**src/rtl/noise_channel_gen.sv**
```systemverilog
// noise_channel_gen: channel-4 style noise generator. A programmable divider
// clocks a 15/7-bit LFSR; an envelope and a length counter shape the signed
// sample presented to the mixer on each strobe.
`timescale 1ns/1ps
module noise_channel_gen #(
  parameter int SAMPLE_W = 20,
  parameter int LFSR_W   = 15,
  parameter int LEN_W    = 6,
  parameter int TIMER_W  = 22
) (
  input  logic                       I_BITCLK,
  input  logic                       I_RESET_N,
  input  logic                       I_CLK_EN,
  input  logic                       I_STROBE,
  input  logic                       I_LEN_TICK,
  input  logic                       I_ENV_TICK,
  input  logic                       I_TRIGGER,
  input  logic [3:0]                 I_INIT_VOL,
  input  logic                       I_ENV_DIR,
  input  logic [2:0]                 I_ENV_PERIOD,
  input  logic [2:0]                 I_DIV_CODE,
  input  logic [3:0]                 I_SHIFT,
  input  logic                       I_WIDTH_MODE,
  input  logic                       I_LEN_EN,
  input  logic                       I_LEN_LOAD,
  input  logic [LEN_W-1:0]           I_LEN_DATA,
  output logic signed [SAMPLE_W-1:0] O_SAMPLE,
  output logic                       O_ACTIVE
);

  // Full length is one bit wider than the loadable value so 2^LEN_W fits.
  localparam logic [LEN_W:0]        LEN_FULL   = {1'b1, {LEN_W{1'b0}}};
  localparam logic [LEN_W:0]        LEN_ONE    = {{LEN_W{1'b0}}, 1'b1};
  localparam logic [TIMER_W-1:0]    TIMER_ONE  = {{(TIMER_W-1){1'b0}}, 1'b1};
  // One volume step is full-scale positive divided into 15 equal parts.
  localparam logic [SAMPLE_W-1:0]   AMP_STEP   = SAMPLE_W'((2**(SAMPLE_W-1) - 1) / 15);

  logic                  dac_on;
  logic                  trig_go;
  logic                  noise;
  logic                  lfsr_fb;
  logic                  lfsr_can_step;
  logic [7:0]            divisor;
  logic [TIMER_W-1:0]    period;
  logic [SAMPLE_W-1:0]   amp;

  logic [LFSR_W-1:0]     lfsr_reg, lfsr_next, lfsr_shift;
  logic [TIMER_W-1:0]    timer_reg, timer_next;
  logic [3:0]            volume_reg, volume_next;
  logic [2:0]            env_cnt_reg, env_cnt_next;
  logic [LEN_W:0]        length_reg, length_next, length_loaded;
  logic                  len_expire;
  logic                  active_reg, active_next;
  logic [SAMPLE_W-1:0]   sample_reg, sample_next;

  // The DAC is powered whenever the envelope could ever produce sound.
  assign dac_on  = (I_INIT_VOL != 4'd0) | I_ENV_DIR;
  // A trigger with the DAC off is swallowed entirely.
  assign trig_go = I_TRIGGER & dac_on;

  assign divisor       = (I_DIV_CODE == 3'd0) ? 8'd8 : {1'b0, I_DIV_CODE, 4'b0000};
  assign period        = TIMER_W'(divisor) << I_SHIFT;
  // The two largest shifts park the LFSR while the timer keeps counting.
  assign lfsr_can_step = (I_SHIFT < 4'd14);

  assign lfsr_fb = lfsr_reg[0] ^ lfsr_reg[1];
  assign noise   = ~lfsr_reg[0];
  assign amp     = AMP_STEP * SAMPLE_W'(volume_reg);

  // Shifted LFSR image; bit 6 additionally takes the feedback in short mode.
  genvar gi;
  generate
    for (gi = 0; gi < LFSR_W - 1; gi++) begin : g_shift
      if (gi == 6) begin : g_tap
        assign lfsr_shift[gi] = I_WIDTH_MODE ? lfsr_fb : lfsr_reg[gi+1];
      end else begin : g_plain
        assign lfsr_shift[gi] = lfsr_reg[gi+1];
      end
    end
  endgenerate
  assign lfsr_shift[LFSR_W-1] = lfsr_fb;

  // Divider and LFSR: trigger restarts both, otherwise count down on enables.
  always_comb begin
    timer_next = timer_reg;
    lfsr_next  = lfsr_reg;
    if (trig_go) begin
      timer_next = period;
      lfsr_next  = '1;
    end else if (I_CLK_EN) begin
      if (timer_reg <= TIMER_ONE) begin
        timer_next = period;
        if (lfsr_can_step) begin
          lfsr_next = lfsr_shift;
        end
      end else begin
        timer_next = timer_reg - TIMER_ONE;
      end
    end
  end

  // Length: a load is applied first so trigger's zero check sees the new value.
  always_comb begin
    length_loaded = I_LEN_LOAD ? (LEN_FULL - {1'b0, I_LEN_DATA}) : length_reg;
    length_next   = length_loaded;
    len_expire    = 1'b0;
    if (trig_go) begin
      if (length_loaded == '0) begin
        length_next = LEN_FULL;
      end
    end else if (I_LEN_TICK && I_LEN_EN && !I_LEN_LOAD && (length_reg != '0)) begin
      length_next = length_reg - LEN_ONE;
      len_expire  = (length_reg == LEN_ONE);
    end
  end

  // Envelope: counter divides the env tick; volume saturates at 0 and 15.
  always_comb begin
    volume_next  = volume_reg;
    env_cnt_next = env_cnt_reg;
    if (trig_go) begin
      volume_next  = I_INIT_VOL;
      env_cnt_next = I_ENV_PERIOD;
    end else if (I_ENV_TICK && (I_ENV_PERIOD != 3'd0)) begin
      if (env_cnt_reg <= 3'd1) begin
        env_cnt_next = I_ENV_PERIOD;
        if (I_ENV_DIR && (volume_reg != 4'd15)) begin
          volume_next = volume_reg + 4'd1;
        end else if (!I_ENV_DIR && (volume_reg != 4'd0)) begin
          volume_next = volume_reg - 4'd1;
        end
      end else begin
        env_cnt_next = env_cnt_reg - 3'd1;
      end
    end
  end

  // Channel status: DAC power-down overrides trigger and length expiry.
  always_comb begin
    active_next = active_reg;
    if (trig_go) begin
      active_next = 1'b1;
    end else if (len_expire) begin
      active_next = 1'b0;
    end
    if (!dac_on) begin
      active_next = 1'b0;
    end
  end

  // Sample: captured on strobe from the state present before this edge.
  always_comb begin
    sample_next = sample_reg;
    if (I_STROBE) begin
      if (!active_reg) begin
        sample_next = '0;
      end else if (noise) begin
        sample_next = amp;
      end else begin
        sample_next = -amp;
      end
    end
  end

  // State registers with asynchronous active-low reset.
  always_ff @(posedge I_BITCLK or negedge I_RESET_N) begin
    if (!I_RESET_N) begin
      lfsr_reg    <= '1;
      timer_reg   <= '0;
      volume_reg  <= '0;
      env_cnt_reg <= '0;
      length_reg  <= '0;
      active_reg  <= 1'b0;
      sample_reg  <= '0;
    end else begin
      lfsr_reg    <= lfsr_next;
      timer_reg   <= timer_next;
      volume_reg  <= volume_next;
      env_cnt_reg <= env_cnt_next;
      length_reg  <= length_next;
      active_reg  <= active_next;
      sample_reg  <= sample_next;
    end
  end

  assign O_SAMPLE = sample_reg;
  assign O_ACTIVE = active_reg;

endmodule
```
**config.mk**
```make
export PLATFORM = sky130hd
export DESIGN_NAME = noise_channel_gen
export DESIGN_NICKNAME = d
export VERILOG_FILES = /design/src/rtl/noise_channel_gen.sv
export SDC_FILE = /design/constraint.sdc
export NUM_CORES = 1
export LEC_CHECK = 0
export CORE_ASPECT_RATIO = 1.25
export CORE_MARGIN = 3
export CORE_UTILIZATION = 54
export CTS_CLUSTER_SIZE = 28
export DETAILED_ROUTE_END_ITERATION = 10
export GPL_ROUTABILITY_DRIVEN = 0
export GPL_TIMING_DRIVEN = 0
export HOLD_SLACK_MARGIN = 0.1
export PLACE_DENSITY_LB_ADDON = 0.2
export SLEW_MARGIN = 20
export SYNTH_ARGS = -nofsm -noshare
export SYNTH_HDL_FRONTEND = slang
export SYNTH_SLANG_ARGS = --single-unit
```
**constraint.sdc**
```tcl
create_clock -name I_BITCLK -period 3.2 [get_ports I_BITCLK]
set_input_delay 0.8 -clock I_BITCLK [delete_from_list [all_inputs] [get_ports I_BITCLK]]
set_output_delay 0.8 -clock I_BITCLK [all_outputs]
set_load 0.02 [all_outputs]
```
; ---- Word level (Yosys, flattened, before mapping)
; Index checks and enable logic that the tools add are counted.
[classes]
addsub = 7
mul = 1
div_mod_pow = 0
order_cmp = 3
n_eq_ne = 3
n_shift = 1
n_mux = 28
bitwise = 3
n_reduce_logical = 22
[ops]
columns = op, n
row1 = 22-bit 2-to-1 mux, 3
row2 = 15-bit 2-to-1 mux, 4
row3 = 20-bit 2-to-1 mux, 2
row4 = 7-bit 2-to-1 mux, 5
row5 = "22-bit by 1-bit <= comparator with 1-bit output, second input constant", 1
row6 = 7-bit by 4-bit << shifter with 22-bit output, 1
row7 = "22-bit by 1-bit subtractor with 22-bit output, second input constant", 1
row8 = 4-bit 2-to-1 mux, 5
row9 = 20-bit negator, 1
row10 = "13-bit by 4-bit multiplier with 17-bit output, first input constant", 1
row11 = 2-bit nonzero test, 5
row12 = 3-bit 2-to-1 mux, 3
row13 = 4-bit nonzero test, 2
row14 = "7-bit by 1-bit equality test with 1-bit output, second input constant", 1
row15 = 7-bit zero test, 1
row16 = 7-bit nonzero test, 1
row17 = "7-bit by 1-bit subtractor with 7-bit output, second input constant", 1
row18 = "7-bit by 6-bit subtractor with 7-bit output, first input constant", 1
row19 = 1-bit logical AND, 6
row20 = 1-bit 2-to-1 mux, 6
row21 = 3-bit AND reduction, 2
row22 = 3-bit nonzero test, 2
row23 = "4-bit by 1-bit adder with 4-bit output, second input constant", 1
row24 = "4-bit < comparator, second input constant", 1
row25 = 10 further kinds, 11
[word_totals]
ff_bits = 72
latchBits = 0
ram_bits = 0
mem_bits_ro = 0
output_inout_bits = 21
wordCells = 75
n_memories = 0

; ---- Depth between registers and ports, before layout
[logic_depth]
ltp_word = 8
ltp_mapped = 9
ltp_nobuf = 9

; ---- Worst setup path after synthesis
; Ideal clock, no wire load.
[synth_timing]
kind = input to register
start = input I_INIT_VOL[3]
end = register timer_reg[10]
arrival_time_ns = 2.564
path_slack_ns = 0.512
path_stages = 7
n_path_buf = 2
cell_sequence = or3_1 -> o31ai_2 -> o31a_1 -> clkbuf_1 -> buf_2 -> nor3b_1 -> a211o_1
[synth_between]
elab_chain_cells = 4
word_cells_on_any_way = 5
cone_classes = mux: 1 / bitwise: 2 / reduce/logical: 2
[synth_lines]
columns = element, line_no
row1 = start: declaration, 18  ; input logic [3:0] I_INIT_VOL,
row2 = 4-bit nonzero test (*), 57  ; assign dac_on = (I_INIT_VOL != 4'd0) | I_ENV_DIR;
row3 = 1-bit OR (*), 57
row4 = 1-bit bitwise AND (*), 59  ; assign trig_go = I_TRIGGER & dac_on;
row5 = 22-bit 2-to-1 mux / 2-bit nonzero test (equally long branches), -
row6 = end signal: assignment, 177  ; timer_reg <= timer_next;
row7 = end: declaration, 48  ; logic [TIMER_W-1:0] timer_reg, timer_next;
; Every way passes the cells marked *; elsewhere a longest branch is shown, timed or not.
; A chain may end at the register's enable or synchronous reset.

; ---- Final worst setup path
; Same ends and word-level chain as after synthesis.

==> impl_metrics.yaml <==
cts:
  cts_made_buffers: 9
  cts_tree: "done"
  cts_max_level: 3
  postCtsHoldBufs: 0
  cts.sink_count: 61
  clkTransAtPathRegs_ns: 0.07
  clockBufferDepth: 2
  cts.root.buffer_cell: "clkbuf_8"
  clk_latency_ns: 0.34
logic_synthesis:
  synth_top_area_share_pct: 27.5
  synth_ff_type: "dfrtp_1"
  yosysMostFrequentCell: "dfrtp_1"
  syn_avg_cell_area_um2: 8.92
  synthArstFlopShare_pct: 100
  synthTopCellsByArea: "dfrtp_1 27%, dfstp_2 9.4%, mux2i_1 5.5%"
  ys_warn_count: 0
  ys_seq_area_share_pct: 36.9
  yosysTopAreaCell: "dfrtp_1"
  synthTopCellsByCount: "46 x dfrtp_1, 42 x nand2_1, 28 x inv_1"
  synth_cells: 470
  ys_types: 64
  syn_area_um2: 4190
  synth-edff-count: 0
  yosys_register_bits: 61
sta:
  finalClockSkew_ns: 0.0113
  max_freq_mhz: 327
  slew-limit-headroom_pct: 33.5
  min_period_over_period_pct: 95.7
  setup_viol: 0
  period_needed_ns: 3.06
  rsz0062_at_grt: "false"
  max_slew.worst_pin.slew_ns: 0.984
  maxSlewViolCount: 0
  tns_ns: 0
  finalHoldViolCount: 0
detailed_routing:
  vias: 3837
  routed_wl_um: 10100
  wl_per_cell_um: 16.1
  first_iter_violations: 235
  drtPass1Iterations: 4
  drt-vias-per-instance: 6.09
  ant_nets: 0
  drc: 0
global_routing:
  grt_usage_pct: 23.0
  grt_max_degree: 38
  grt_pass1_wl_um: 16900
  gr-total-overflow: 0
  antenna_found_initial: 0
  first_global_vias: 3643
final_layout:
  fillCellCount: 631
  n_antenna_cell: 0
  nNetsFinal: 577
  final_area_um2: 5030
  area_growth_pct: 20.0
  drive_gt1_share_pct: 13.2
  largest_reg_flops: 22
floorplanning:
  start_util_pct: 56.3
  die_w_um: 84.8
  die_h_um: 105
  core-area_um2: 7440
  fp-row-count: 35
  io_pins: 52
  die_area_um2: 8860
critical_path:
  path_class: "in2reg"
  crit_required_ns: 3.43
  worst_setup_path_end_kind: "register"
  arrival_ns: 3.29
  startpoint_type: "primary input"
  crit_path_max_fanout: 10
min_path:
  hp-class: "in2async"
place:
  portBuffers: 45
  dp_hpwl_um: 7460
  placed_cell_area_um2: 4780
pwr:
  leakagePower_nw: 2.18
  ir_drop_v: 0.000363
  p_per_area_nw_per_um2: 485
  fin_total_pwr_mw: 2.44
run:
  drv_cap: 0
run_status:
  status: "complete, no violations"
-- cells in the final DEF (no fill, tap or decap), drive strengths merged, types with 4 or more instances in the layout --
cell type      Yosys  layout
xor2               4       4
ha                12      12
o22ai             10      10
nand3             14      14
nor4b              5       5
dfstp             15      15
buf               18      24
nor3b              4       4
or4                9       9
a31oi              6       6
nor2b             10      10
nand2             42      42
a21oi             19      19
o21a               4       4
clkdlybuf4s50      0      44
o31ai              7       7
nand4              8       8
and3               4       4
xnor2             10      10
nor4               6       6
a21o               4       4
dfrtp             46      46
mux2              10      10
clkbuf            21      32
o31a               4       4
inv               28      31
o211ai             9       9
o32a               5       5
or3                9       9
mux2i             23      23
nor2              25      25
o21ai             22      22
nor3              18      18
-- per-stage QoR --
step | hold slack (ns) | setup WS (ns) | utilization, % | cells
2_1_floorplan | 0.478 | 0.512 | - | 472
3_3_place_gp | 0.486 | -0.662 | 64.0 | 609
3_5_place_dp | 0.502 | -0.454 | 64.2 | 610
4_1_cts | 0.360 | 0.117 | 67.2 | 626
5_1_grt | 0.368 | 0.0663 | 67.6 | 630
6_report | 0.361 | 0.139 | 67.6 | 630
-- power by group --
part	internal [mW]	leakage (nW)	switching, mW	total (mW)
logic	0.360	1.34	0.413	0.773
clock network	0.379	0.111	0.328	0.707
registers	0.863	0.724	0.0982	0.961
total	1.60	2.18	0.839	2.44
-- cells by family after synthesis --
kind of cell               synth area share (%)
AOI/OAI and AO/OA                          19.9
buffers and inverters                      7.61
xor gates and xnor gates                   2.93
and+or+nand+nor                            20.4
DFF                                        36.9
other                                    0.0895
muxes                                      8.18
adders and majority gates                  4.06
-- cell type report --
type | count | area (um^2) | share of cell area [%]
repair buffers | 50 | 498 | 9.90
clock buffers | 11 | 174 | 3.46
inverters | 28 | 105 | 2.09
multi-input cells | 344 | 2340 | 46.6
well taps | 92 | 115 | 2.29
flip-flops and latches | 61 | 1550 | 30.7
clock inverters | 5 | 35.0 | 0.697
plain buffers | 39 | 214 | 4.25
-- worst max-delay path, cell delays in order --
cell             delay [ns]
clkdlybuf4s50_1        0.45
or3_1                  0.47
o31ai_4                0.40
o31a_1                 0.19
clkbuf_1               0.31
buf_2                  0.32
nor3b_1                0.08
a211o_1                0.27
-- final timing paths --
path | from | end | slack, ns | depth (start not counted)
max | I_INIT_VOL[3] | timer_reg[10] | 0.14 | 8
min | I_RESET_N | O_ACTIVE | 0.36 | 1
max reg2reg | timer_reg[1] | timer_reg[14] | 0.43 | 7
min reg2reg | lfsr_reg[6] | lfsr_reg[6] | 0.51 | 2
max in group asynchronous | I_RESET_N | lfsr_reg[11] | 2.27 | 2
min in group I_BITCLK | lfsr_reg[6] | lfsr_reg[6] | 0.51 | 2
-- repair_timing --
item / CTS / global route
pin swaps: 0 / 1
buffers inserted: 0 / 4
resized for setup: 1 / 0
setup endpoints to repair: 8 / 1
-- routing by layer --
layer / up-vias / wire, um / global-route usage [%]
li1: 1848 / - / -
met1: 1808 / 4480 / 30.5
met2: 149 / 4700 / 36.2
met3: 32 / 592 / 3.88
met4: 0 / 349 / 11.0
met5: - / 0 / 0
Note: power is estimated with default switching activity, not from simulation.
